### config.mk
export PLATFORM = sky130hd
export DESIGN_NAME = axis_read_addr
export DESIGN_NICKNAME = d
export VERILOG_FILES = /design/src/rtl/axis_read_addr.sv
export SDC_FILE = /design/constraint.sdc
export NUM_CORES = 1
export LEC_CHECK = 0
export BUFFER_PORTS_ARGS = -buffer_cell sky130_fd_sc_hd__buf_2
export CORE_UTILIZATION = 56
export CTS_CLUSTER_SIZE = 30
export DETAILED_ROUTE_END_ITERATION = 10
export GPL_TIMING_DRIVEN = 0
export PLACE_DENSITY = 0.85
export SLEW_MARGIN = 20
export SYNTH_ARGS = -nofsm -noshare
export SYNTH_HDL_FRONTEND = slang
export SYNTH_SLANG_ARGS = --single-unit
export TNS_END_PERCENT = 20
### constraint.sdc
create_clock -name clk -period 4.3 [get_ports clk]
set_clock_uncertainty 0.05 [all_clocks]
set_input_delay 0.215 -clock clk [delete_from_list [all_inputs] [get_ports clk]]
set_output_delay 0.215 -clock clk [all_outputs]
set_load 0.01 [all_outputs]
### src/rtl/axis_read_addr.sv
// AXI read address stage: splits a word-length stream request into INCR
// bursts capped by BURST_MAX beats and by 4 KB address boundaries, and hands
// the word length to the downstream read data stage in the accept cycle.
module axis_read_addr #(
  parameter int unsigned CFG_DWIDTH     = 32,
  parameter int unsigned WIDTH_RATIO    = 2,
  parameter int unsigned AXI_ADDR_WIDTH = 32,
  parameter int unsigned AXI_DATA_WIDTH = 64,
  parameter int unsigned AXI_LEN_WIDTH  = 8,
  parameter int unsigned BURST_MAX      = 16
) (
  input  logic                      clk,
  input  logic                      rst,
  input  logic [CFG_DWIDTH-1:0]     cfg_address,
  input  logic [CFG_DWIDTH-1:0]     cfg_length,
  input  logic                      cfg_val,
  output logic                      cfg_rdy,
  output logic [CFG_DWIDTH-1:0]     len_length,
  output logic                      len_val,
  input  logic                      len_rdy,
  output logic [AXI_ADDR_WIDTH-1:0] axi_araddr,
  output logic [AXI_LEN_WIDTH-1:0]  axi_arlen,
  output logic [2:0]                axi_arsize,
  output logic [1:0]                axi_arburst,
  output logic                      axi_arvalid,
  input  logic                      axi_arready
);

  localparam int unsigned BPB        = AXI_DATA_WIDTH / 8;
  localparam int unsigned BPB_LOG2   = $clog2(BPB);
  localparam int unsigned RATIO_LOG2 = $clog2(WIDTH_RATIO);
  // One extra bit so the round-up of a maximal length cannot overflow.
  localparam int unsigned REM_W      = CFG_DWIDTH + 1;
  // Wide enough to hold 4096, the largest possible beats-to-boundary count.
  localparam int unsigned BURST_W    = 13;

  typedef enum logic [2:0] {
    S_IDLE  = 3'b001,
    S_SETUP = 3'b010,
    S_ADDR  = 3'b100
  } state_e;

  state_e                    state_q, state_d;
  logic [AXI_ADDR_WIDTH-1:0] addr_q, addr_d;
  logic [REM_W-1:0]          rem_q, rem_d;
  logic [BURST_W-1:0]        burst_q, burst_d;

  logic                      len_nz;
  logic                      accept;
  logic [BURST_W-1:0]        boundary;
  logic [REM_W-1:0]          cap;
  logic [REM_W-1:0]          rem_after;

  // Request handshake and zero-latency length pass-through.
  assign len_nz     = |cfg_length;
  assign cfg_rdy    = ~rst & (state_q == S_IDLE) & (~len_nz | len_rdy);
  assign len_val    = ~rst & cfg_val & (state_q == S_IDLE) & len_nz;
  assign len_length = cfg_length;
  assign accept     = cfg_val & cfg_rdy & len_nz;

  // AXI AR channel driven straight from registered state.
  assign axi_arvalid = (state_q == S_ADDR);
  assign axi_araddr  = addr_q;
  assign axi_arlen   = AXI_LEN_WIDTH'(burst_q - BURST_W'(1));
  assign axi_arsize  = 3'(BPB_LOG2);
  assign axi_arburst = 2'b01;

  // Beats left before the next 4 KB boundary, and the tighter of that and BURST_MAX.
  assign boundary  = (BURST_W'(4096) - BURST_W'(addr_q[11:0])) >> BPB_LOG2;
  assign cap       = (REM_W'(BURST_MAX) < REM_W'(boundary)) ? REM_W'(BURST_MAX)
                                                            : REM_W'(boundary);
  assign rem_after = rem_q - REM_W'(burst_q);

  // Next-state logic: accept, size the burst, then present it until accepted.
  always_comb begin
    state_d = state_q;
    addr_d  = addr_q;
    rem_d   = rem_q;
    burst_d = burst_q;
    unique case (state_q)
      S_IDLE: begin
        if (accept) begin
          addr_d  = AXI_ADDR_WIDTH'(cfg_address) & ~AXI_ADDR_WIDTH'(BPB - 1);
          rem_d   = (REM_W'(cfg_length) + REM_W'(WIDTH_RATIO - 1)) >> RATIO_LOG2;
          state_d = S_SETUP;
        end
      end
      S_SETUP: begin
        burst_d = (rem_q < cap) ? BURST_W'(rem_q) : BURST_W'(cap);
        state_d = S_ADDR;
      end
      S_ADDR: begin
        if (axi_arready) begin
          addr_d  = addr_q + (AXI_ADDR_WIDTH'(burst_q) << BPB_LOG2);
          rem_d   = rem_after;
          state_d = (rem_after != '0) ? S_SETUP : S_IDLE;
        end
      end
      default: state_d = S_IDLE;
    endcase
  end

  // State and counter registers with synchronous reset.
  always_ff @(posedge clk) begin
    if (rst) begin
      state_q <= S_IDLE;
      addr_q  <= '0;
      rem_q   <= '0;
      burst_q <= '0;
    end else begin
      state_q <= state_d;
      addr_q  <= addr_d;
      rem_q   <= rem_d;
      burst_q <= burst_d;
    end
  end

endmodule

==> run metrics <==
max_slew headroom=between 20% and 30%; Die H=approximately 110 microns; synthesized area per cell=7.24 sq um; vias in the first global route=~7,400; Via-to-Cell Ratio=about 6.3; CTS Buf Count=9; Root Buffer=clkbuf_16; Req. time, crit path=approximately 4500 ps; Detail Placement HPWL=around 18,000 microns; core area=~0.012 sq mm; initial antenna violation count=0; Peak VDD IR=between 200 and 250 uV; via count=~8,000; gr usage total=36.9%; status=complete, no violations; Setup violations, final=0; Tmin final=4010 ps; power per cell area=roughly 270 mW/mm^2; synthesized area=around 0.0070 sq mm; Nets=about 1,200; Buf/Inv on CP=2; Final Hold Viols=0; Placer Congestion=around 1.0; final core utilization=between 60% and 70%; Final WS setup=approximately 300 ps; drt initial violations=about 950; clk buf depth=2; measured slew at the worst slew-check pin=around 1200 ps; worst r2r src=axi_araddr[4]; share of cells above drive strength 1=between 10% and 20%; top layer in use=met4; Main synth FF type=dfxtp_1; dpl ws=~150 ps; CTS tree=yes; Critical Path End Type=flip-flop; htree depth=3; Critical Path AT=4220 ps; Hold Path End=axi_araddr[8]; Initial Util=around 58%; IO buf count=136; cell row count=40; Hold Crit Start=cfg_address[8]; Tcrit/Tclk final=a little over 90%; Worst-Skew Late Latency=350 ps; R2R cell count=16; flops & latches, synth=just under 80; wire length on met3=between 2000 and 3000 microns; grt total ovfl=0; critical path's top delay family=compound AO/OA/AOI/OAI gates; number of remaining DRC errors=0; Yosys warning count=0; largest net degree at the start of global routing=14; slowest cell on the critical path=or3b_2; count of hold-fix buffers inserted at cts=0; most common cell after layout, fill and taps aside=buf_2; Max Fclk=~0.25 GHz; routed len/inst=roughly 19 microns; critical path fanouts, max=10; post-synthesis sequential area ratio=around 22%; clock slew at reported path FFs=approximately 60 ps; ANT nets after route=0; FFs w/ async S/R, synth=0%; number of flops mapped to enable cells by yosys=0; crit path kind=reg -> reg; hold depth=3; DIE AREA=about 0.013 sq mm; Area Overhead vs Synth=18.2%; reg-to-reg slack, setup=290 ps; Routed Wire Length=24,100 microns; n_diodes=0; Slew Limit Fails=0; Num Clock Sinks=78; Yosys cell types=66; FF-to-FF End=burst_q[0]; startpoint types=flip-flop; Lkg Pwr=around 0.0035 uW; M1 WL=between 9000 and 10,000 microns; first-pass GRT wire length=between 30,000 and 40,000 microns; Cells after Synth=approximately 970; DRT Pass-1 Iters=5; most frequent cells in the layout=buf_2 (137), nand2_1 (117), nor2_1 (78), dfxtp_1 (78), a21oi_1 (63); Die Span X=around 110 microns; num ports=roughly 150; cells along the critical path=inv_1 -> ha_1 -> or3b_2 -> nor2_1 -> mux2_2 -> nor2_1 -> a21oi_1 -> a21oi_2 -> ha_1 -> a211oi_1 -> o21ai_0 -> a221o_1 -> a21oi_2 -> clkbuf_4 -> nand2_1 -> a311oi_1; hold crit path type=in -> reg; critical path's largest stage delay=around 480 ps; max-cap violations=0; WL met2=between 10,000 and 15,000 microns
==> routing by layer <==
| metal | track usage [%] | up-vias |
|---|---|---|
| met5 | 0 | - |
| met4 | 18.2 | 0 |
| met3 | 10.4 | 97 |
| met2 | 58.4 | 521 |
| met1 | 46.0 | 3711 |
| li1 | - | 3818 |
==> sequential cells by signal, summed over array words and instances (netlist names) <==
register,flops
rem_q,33
axi_araddr,29
state_q,3
burst_q,13
==> logic make-up (layout without fill, tap and decap cells) <==
kind of cell | after synthesis | in the layout | share of synthesized area, %
AO/OA/AOI/OAI | 263 | 263 | 25.1
XOR/XNOR | 60 | 60 | 7.51
adder cells (fa/ha/maj) | 41 | 41 | 7.55
buffers and inverters | 126 | 278 | 8.94
flip-flops | 78 | 78 | 22.3
multiplexers | 9 | 9 | 1.32
other | 2 | 13 | 0.107
AND/OR/NAND/NOR | 387 | 387 | 27.2
==> report_power, final <==
group          internal, uW  switching [uW]  total, uW
Combinational           250             371        621
Clock                   498             322        820
Sequential              747            31.8        779
==> metrics by stage <==
stage	cells	power, uW	area (sq um)	hold slack (ps)	TNS (ps)
after floorplan	977	1190	7040	324	0
after global placement	1281	1380	7930	410	0
after detailed placement	1281	1390	7930	414	0
after CTS	1297	2180	8250	87.5	0
after global routing	1297	2300	8270	108	-6.10
final	1297	2220	8270	80.2	0
==> layout make-up <==
cell class                      instances  area [sq um]
Buffer                                 90           493
Clock buffer                           12           267
Clock inverter                          4          51.3
Fill cell                            1107          3840
Inverter                               36           135
Multi-Input combinational cell        773          4870
Sequential cell                        78          1560
Tap cell                              168           210
Timing Repair Buffer                  136           681
==> worst max path at each step <==
stage	startpoint	end	slack, ps	cells after the start
5_1_grt	axi_araddr[4]	burst_q[0]	-6	16
3_3_place_gp	axi_araddr[3]	burst_q[0]	200	14
4_1_cts	axi_araddr[3]	burst_q[0]	90	14
6_report	axi_araddr[4]	burst_q[0]	290	16
3_5_place_dp	axi_araddr[3]	burst_q[0]	150	14
2_1_floorplan	axi_araddr[4]	burst_q[0]	710	16
==> cell usage after synthesis (all sizes together), types with 10 or more instances <==
| master | count | area, sq um |
|---|---|---|
| nand2 | 117 | 439 |
| nor2 | 78 | 293 |
| nand3 | 36 | 180 |
| xor2 | 26 | 228 |
| o211ai | 24 | 180 |
| and2 | 10 | 62.6 |
| and3 | 15 | 93.8 |
| nand4 | 24 | 150 |
| clkbuf | 43 | 161 |
| o21a | 11 | 82.6 |
| dfxtp | 78 | 1560 |
| or3 | 12 | 75.1 |
| o21ai | 53 | 265 |
| nor3 | 33 | 165 |
| a21o | 12 | 90.1 |
| ha | 39 | 488 |
| a21oi | 65 | 325 |
| xnor2 | 34 | 298 |
| inv | 36 | 135 |
| buf | 47 | 329 |
| a211oi | 22 | 165 |
| nor4 | 15 | 93.8 |
==> worst register-to-register path, stage by stage (launching register included) <==
cell      delay [ps]
dfxtp_1          330
inv_1            130
ha_1             270
or3b_2           480
nor2_1           150
mux2_2           340
nor2_1            80
a21oi_1           90
a21oi_2          210
ha_1             280
a211oi_1         200
o21ai_0          120
a221o_1          340
a21oi_2          280
clkbuf_4         270
nand2_1           70
a311oi_1         220
==> what timing repair did <==
| item | CTS | global route |
|---|---|---|
| buffers inserted | 0 | 0 |
| endpoints found under the setup margin | 0 | 10 |
| gates resized for setup | 0 | 4 |
(Power assumes the default switching activity.)
